## src/rtl/alu_mul_seq_if.sv

```systemverilog
// Request/response bundle for the sequential multiplier: operand handshake in,
// result handshake out.
interface alu_mul_seq_if;
    logic        in_valid;
    logic        in_ready;
    logic [15:0] a;
    logic [15:0] b;
    logic        out_valid;
    logic        out_ready;
    logic [15:0] product;
    logic        zr;
    logic        ng;

    modport master (
        output in_valid, a, b, out_ready,
        input  in_ready, out_valid, product, zr, ng
    );

    modport slave (
        input  in_valid, a, b, out_ready,
        output in_ready, out_valid, product, zr, ng
    );
endinterface

```

## src/rtl/alu_mul_seq.sv

```systemverilog
// Shift-and-add 16-bit multiplier that reuses one Hack ALU, one operation per
// cycle, sequenced by a four-state FSM.

module alu (
    input  logic [15:0] x,
    input  logic [15:0] y,
    input  logic        zx,
    input  logic        nx,
    input  logic        zy,
    input  logic        ny,
    input  logic        f,
    input  logic        no,
    output logic [15:0] out
);
    logic [15:0] x_z, x_n, y_z, y_n, f_out;

    assign x_z   = zx ? 16'd0 : x;
    assign x_n   = nx ? ~x_z : x_z;
    assign y_z   = zy ? 16'd0 : y;
    assign y_n   = ny ? ~y_z : y_z;
    assign f_out = f ? (x_n + y_n) : (x_n & y_n);
    assign out   = no ? ~f_out : f_out;
endmodule

module alu_mul_seq #(
    parameter bit EARLY_EXIT = 1'b0
) (
    input  logic          clk,
    input  logic          rst,
    alu_mul_seq_if.slave  bus
);
    typedef enum logic [1:0] {IDLE, ADD, DBL, DONE} state_t;

    typedef struct packed {
        logic zx;
        logic nx;
        logic zy;
        logic ny;
        logic f;
        logic no;
    } alu_ctrl_t;

    localparam alu_ctrl_t CTRL_SUM   = alu_ctrl_t'(6'b000010);
    localparam alu_ctrl_t CTRL_PASSX = alu_ctrl_t'(6'b001100);

    state_t      state, state_next;
    logic [15:0] acc, mcand, mplier;
    logic [4:0]  cnt;
    logic [15:0] product;
    logic        zr, ng;

    logic [15:0] mplier_shr;
    logic [15:0] alu_x, alu_y, alu_out;
    alu_ctrl_t   ctrl;
    logic        in_ready, out_valid;

    assign mplier_shr = mplier >> 1;

    // NOTE: sequential state uses non-blocking assignments so every register
    // samples the pre-edge values of its neighbours.
    always_ff @(posedge clk) begin
        if (rst) state <= IDLE;
        else     state <= state_next;
    end

    always_comb begin
        state_next = state;
        case (state)
            IDLE:    if (bus.in_valid) state_next = ADD;
            ADD:     state_next = DBL;
            DBL: begin
                if (cnt == 5'd15 || (EARLY_EXIT && mplier_shr == 16'd0))
                    state_next = DONE;
                else
                    state_next = ADD;
            end
            DONE:    if (bus.out_ready) state_next = IDLE;
            default: state_next = IDLE;
        endcase
    end

    // NOTE: every output of this block gets a default first so no path leaves
    // a signal unassigned and infers a latch.
    always_comb begin
        in_ready  = 1'b0;
        out_valid = 1'b0;
        ctrl      = CTRL_PASSX;
        alu_x     = acc;
        alu_y     = mcand;
        case (state)
            IDLE: in_ready = 1'b1;
            ADD:  ctrl = mplier[0] ? CTRL_SUM : CTRL_PASSX;
            DBL: begin
                alu_x = mcand;
                ctrl  = CTRL_SUM;
            end
            DONE: out_valid = 1'b1;
            default: ;
        endcase
    end

    // The ALU's own zero/negative flags are not needed; result flags come from acc.
    alu u_alu (
        .x   (alu_x),
        .y   (alu_y),
        .zx  (ctrl.zx),
        .nx  (ctrl.nx),
        .zy  (ctrl.zy),
        .ny  (ctrl.ny),
        .f   (ctrl.f),
        .no  (ctrl.no),
        .out (alu_out)
    );

    always_ff @(posedge clk) begin
        if (rst) begin
            acc     <= 16'd0;
            mcand   <= 16'd0;
            mplier  <= 16'd0;
            cnt     <= 5'd0;
            product <= 16'd0;
            zr      <= 1'b1;
            ng      <= 1'b0;
        end else begin
            case (state)
                IDLE: begin
                    if (bus.in_valid) begin
                        acc    <= 16'd0;
                        mcand  <= bus.a;
                        mplier <= bus.b;
                        cnt    <= 5'd0;
                    end
                end
                ADD: acc <= alu_out;
                DBL: begin
                    mcand  <= alu_out;
                    mplier <= mplier_shr;
                    cnt    <= cnt + 5'd1;
                    // acc already holds the final sum when DONE is entered from here
                    if (state_next == DONE) begin
                        product <= acc;
                        zr      <= (acc == 16'd0);
                        ng      <= acc[15];
                    end
                end
                default: ;
            endcase
        end
    end

    assign bus.in_ready  = in_ready;
    assign bus.out_valid = out_valid;
    assign bus.product   = product;
    assign bus.zr        = zr;
    assign bus.ng        = ng;
endmodule

```

## src/flat_wrapper.sv

```systemverilog
// flat-port wrapper written by rule: the top's interface ports become plain ports
module alu_mul_seq_flat 
#(
    parameter bit EARLY_EXIT = 1'b0
)
  (clk, rst, bus_in_valid, bus_a, bus_b, bus_out_ready, bus_in_ready, bus_out_valid, bus_product, bus_zr, bus_ng);
  alu_mul_seq_if bus_i ();
  input  logic clk;
  input  logic rst;
  input wire logic [$bits(bus_i.in_valid)-1:0] bus_in_valid;
  input wire logic [$bits(bus_i.a)-1:0] bus_a;
  input wire logic [$bits(bus_i.b)-1:0] bus_b;
  input wire logic [$bits(bus_i.out_ready)-1:0] bus_out_ready;
  output wire logic [$bits(bus_i.in_ready)-1:0] bus_in_ready;
  output wire logic [$bits(bus_i.out_valid)-1:0] bus_out_valid;
  output wire logic [$bits(bus_i.product)-1:0] bus_product;
  output wire logic [$bits(bus_i.zr)-1:0] bus_zr;
  output wire logic [$bits(bus_i.ng)-1:0] bus_ng;
  assign bus_i.in_valid = bus_in_valid;
  assign bus_i.a = bus_a;
  assign bus_i.b = bus_b;
  assign bus_i.out_ready = bus_out_ready;
  assign bus_in_ready = bus_i.in_ready;
  assign bus_out_valid = bus_i.out_valid;
  assign bus_product = bus_i.product;
  assign bus_zr = bus_i.zr;
  assign bus_ng = bus_i.ng;
  alu_mul_seq #(.EARLY_EXIT(EARLY_EXIT)) u_core (.clk(clk), .rst(rst), .bus(bus_i));
endmodule
```

## config.mk

```make
export PLATFORM = sky130hd
export DESIGN_NAME = alu_mul_seq_flat
export DESIGN_NICKNAME = d
export VERILOG_FILES = /design/src/rtl/alu_mul_seq_if.sv /design/src/rtl/alu_mul_seq.sv /design/src/flat_wrapper.sv
export SDC_FILE = /design/constraint.sdc
export NUM_CORES = 1
export LEC_CHECK = 0
export ABC_AREA = 1
export BUFFER_PORTS_ARGS = -buffer_cell sky130_fd_sc_hd__buf_2
export CORE_ASPECT_RATIO = 0.5
export CORE_MARGIN = 1
export CORE_UTILIZATION = 55
export DETAILED_ROUTE_END_ITERATION = 6
export HOLD_SLACK_MARGIN = 0.05
export PLACE_DENSITY = 0.76
export SYNTH_ARGS = -nofsm -noshare
export SYNTH_HDL_FRONTEND = slang
export SYNTH_SLANG_ARGS = --single-unit
```

## constraint.sdc

```tcl
create_clock -name clk -period 3.1 [get_ports clk]
set_input_delay 0 -clock clk [delete_from_list [all_inputs] [get_ports clk]]
set_output_delay 0 -clock clk [all_outputs]
set_load 0.005 [all_outputs]
```

==> impl_results.md <==
- Leak pwr: 2.476 nW
- Vias in the first global route: 4090
- Area grow syn2layout: 22.15%
- Top-Level Pins: 56
- Cells after synthesis: 673
- Final WS setup: 0.2748 ns
- CP Data Arrival Time: 3.09 ns
- Routed Wire Length: 12130 um
- CTS tree: done
- Setup-failing EPs final: 0
- Number of nets in the layout: 806
- CTS clk-pin slew, worst paths: 0.06 ns
- Peak supply drop: 0.0004261 V
- Antenna Violating Nets Remaining: 0
- Most common cell after layout, fill and taps aside: nand2_1
- Avg Inst Size Synth: 6.405 um^2
- Initial antenna violation count: 0
- Slew margin rel.: 21.67%
- DR WL/cell: 14.12 um
- Initial Util: 57.78%
- Finished Layout Cells: 859
- Core ar.: 0.007460 mm^2
- Postcts setup bufs: 0
- Most frequent cells in the layout: 193 x nand2_1, 76 x inv_1, 72 x dfxtp_1
- CTS buffer count: 9
- CP max stage delay: 0.40 ns
- Fin crit share: 91.14%
- Crit path launch type: flop
- Max-slew violations: 0
- Synthesized Nets: 733
- Port-buffer cells: 55
- Hpwl dp: 7944 um
- Post-route DRC: 0
- Register area share after synthesis: 33.44%
- Max Freq: 0.3540 GHz
- Largest net degree at the start of global routing: 44
- Pwr Total: 4.181 mW
- DR pass1 iterations: 5
- Via count: 4638
- Total GRT Usage: 31.61%
- Area of placed instances: 0.004668 mm^2
- Largest fanout on the critical path: 31
- Max-Cap Viols: 0
- Layout fillers: 641
- Yosys cell types: 34
- Tmin final: 2.825 ns
- CP Cell Sequence: inv_1 > ha_1 > buf_4 > o21ai_0 > ha_1 > fa_1 > nand2_1 > nand2_1 > and2_1 > nand3_1 > nand3_1 > nand2_1 > nand3_1 > nand3_1 > nand2_1 > a21oi_1
- Outcome: finished, final reports clean
- Vias per cell: 5.399
- Placed cell count: 815
- Fin area: 0.005265 mm^2
- Slowest-stage cell, CP: fa_1
- Place WS: 0.3157 ns
- Reg area: 0.001441 mm^2
- Chip width: 127.2 um
- Global-route wire length before repair: 19930 um
- Pwr dens: 794.0 mW/mm^2
- Ant. Diodes: 0
- Critical path required time: 3.36 ns
- Full die area: 0.008217 mm^2
- Layout cells sized above 1: 12.65%
- Util after Layout: 70.58%
- Worst skew pair latency: 0.34 ns
- Clock Sinks: 72
- Post-synthesis register bit count: 72
- DRT iter0 DRCs: 342
- Mapped Area: 0.004310 mm^2
- Multi-input gate area: 0.002419 mm^2
- Root buf cell: clkbuf_16
- Synth warn: 0
- Crit path kind: flop to flop
- Worst-Margin Slew: 1.174 ns
- Max Clock Skew: 0.005736 ns
- Hold slack: 0.06428 ns
- H-tree depth: 3
- Maximum clock insertion buffer count: 2
- Total global routing overflow: 0
- Routability Congestion: 0.9380
- Placement Rows: 22
- TNS Setup: 0 ns
- Unrepaired setup endpoints after global routing: no
- Crit. End Element: flop
- HP Class: input pin to flop
- Die Y: 64.60 um
- Final Hold Fails: 0
## cell type report
cell class,count,share of cell area [%]
clock inverters,5,1.545
well taps,108,2.567
repair buffers,96,12.40
clock buffers,11,4.420
inverters,80,5.751
multi-input cells,487,45.94
flip-flops and latches,72,27.38
## path summary, 6_finish.rpt
check                           cells after the start                       endpoint  slack [ns]                  startpoint
worst min-delay path                                5  u_core.alu_y[14]$_SDFFE_PP0P_        0.06                   bus_a[14]
worst max register to register                     16  u_core.alu_y[12]$_SDFFE_PP0P_        0.27  u_core.state[0]$_SDFF_PP0_
worst max-delay path                               16  u_core.alu_y[12]$_SDFFE_PP0P_        0.27  u_core.state[0]$_SDFF_PP0_
worst min register to register                      2     u_core.acc[1]$_SDFFE_PP0P_        0.47  u_core.acc[1]$_SDFFE_PP0P_
## worst max-delay path, delay by kind of cell (launching register included)
kind	cells	cell delay [ns]
adders and majority gates	3	0.86
AOI/OAI and AO/OA	2	0.32
and+or+nand+nor	9	0.80
buffers and inverters	2	0.45
DFF	1	0.32
## cell families after synthesis
logic type | Yosys count | share of synthesized area (%)
adder cells (fa/ha/maj) | 24 | 7.141
AND/OR/NAND/NOR | 300 | 28.42
buffers and inverters | 114 | 10.45
AO/OA/AOI/OAI | 161 | 20.15
XOR/XNOR | 2 | 0.4065
flip-flops | 72 | 33.44
## registers in the layout (all words and copies together), names as in the netlist
| signal | cells |
|---|---|
| u_core.state | 2 |
| u_core.bus.zr | 1 |
| u_core.alu_y | 16 |
| u_core.acc | 16 |
| u_core.mplier | 16 |
| u_core.cnt | 5 |
| u_core.bus.product | 16 |
## repair_timing
action | 4_1_cts | 5_1_grt
hold endpoints to repair | 28 | 0
hold buffers | 28 | 0
endpoints found under the setup margin | 0 | 1
gates resized for setup | 0 | 2
## routing by layer
layer	share of wire [%]	GRT usage [%]	vias up
met3	8.9	6.276	13
met1	48	44.25	2097
met5	0	0	-
li1	-	-	2339
met2	42	49.86	189
met4	0.98	8.185	0
## synthesized netlist by cell type
cell | instances | area share (%)
clkbuf_2 | 1 | 0.12
o22ai_1 | 2 | 0.29
buf_2 | 11 | 1.3
a221oi_1 | 2 | 0.41
nand2_1 | 193 | 17
a21oi_1 | 61 | 7.1
buf_1 | 2 | 0.17
nand3_1 | 37 | 4.3
nor2_1 | 46 | 4.0
nor4_1 | 3 | 0.44
buf_4 | 2 | 0.35
xnor2_1 | 1 | 0.20
o211ai_1 | 8 | 1.4
o21bai_1 | 2 | 0.35
o21a_1 | 1 | 0.17
nand4_1 | 4 | 0.58
nor3_1 | 6 | 0.70
nand2_2 | 2 | 0.29
a31oi_1 | 15 | 2.2
o21ai_1 | 5 | 0.58
dfxtp_1 | 72 | 33
clkbuf_1 | 18 | 1.6
fa_1 | 1 | 0.46
xor2_1 | 1 | 0.20
inv_2 | 4 | 0.35
ha_1 | 23 | 6.7
inv_1 | 76 | 6.6
nor2_2 | 2 | 0.29
o21ai_0 | 63 | 7.3
a21oi_2 | 1 | 0.20
or2_2 | 4 | 0.58
and2_1 | 2 | 0.29
a21o_1 | 1 | 0.17
and3_1 | 1 | 0.15
## power breakdown
| group | internal, mW | total (mW) | leakage (nW) | switching (mW) |
|---|---|---|---|---|
| Sequential | 1.09 | 1.18 | 0.588 | 0.0924 |
| Combinational | 0.641 | 1.89 | 1.74 | 1.25 |
| Clock | 0.705 | 1.11 | 0.150 | 0.405 |
(Power assumes the default switching activity.)
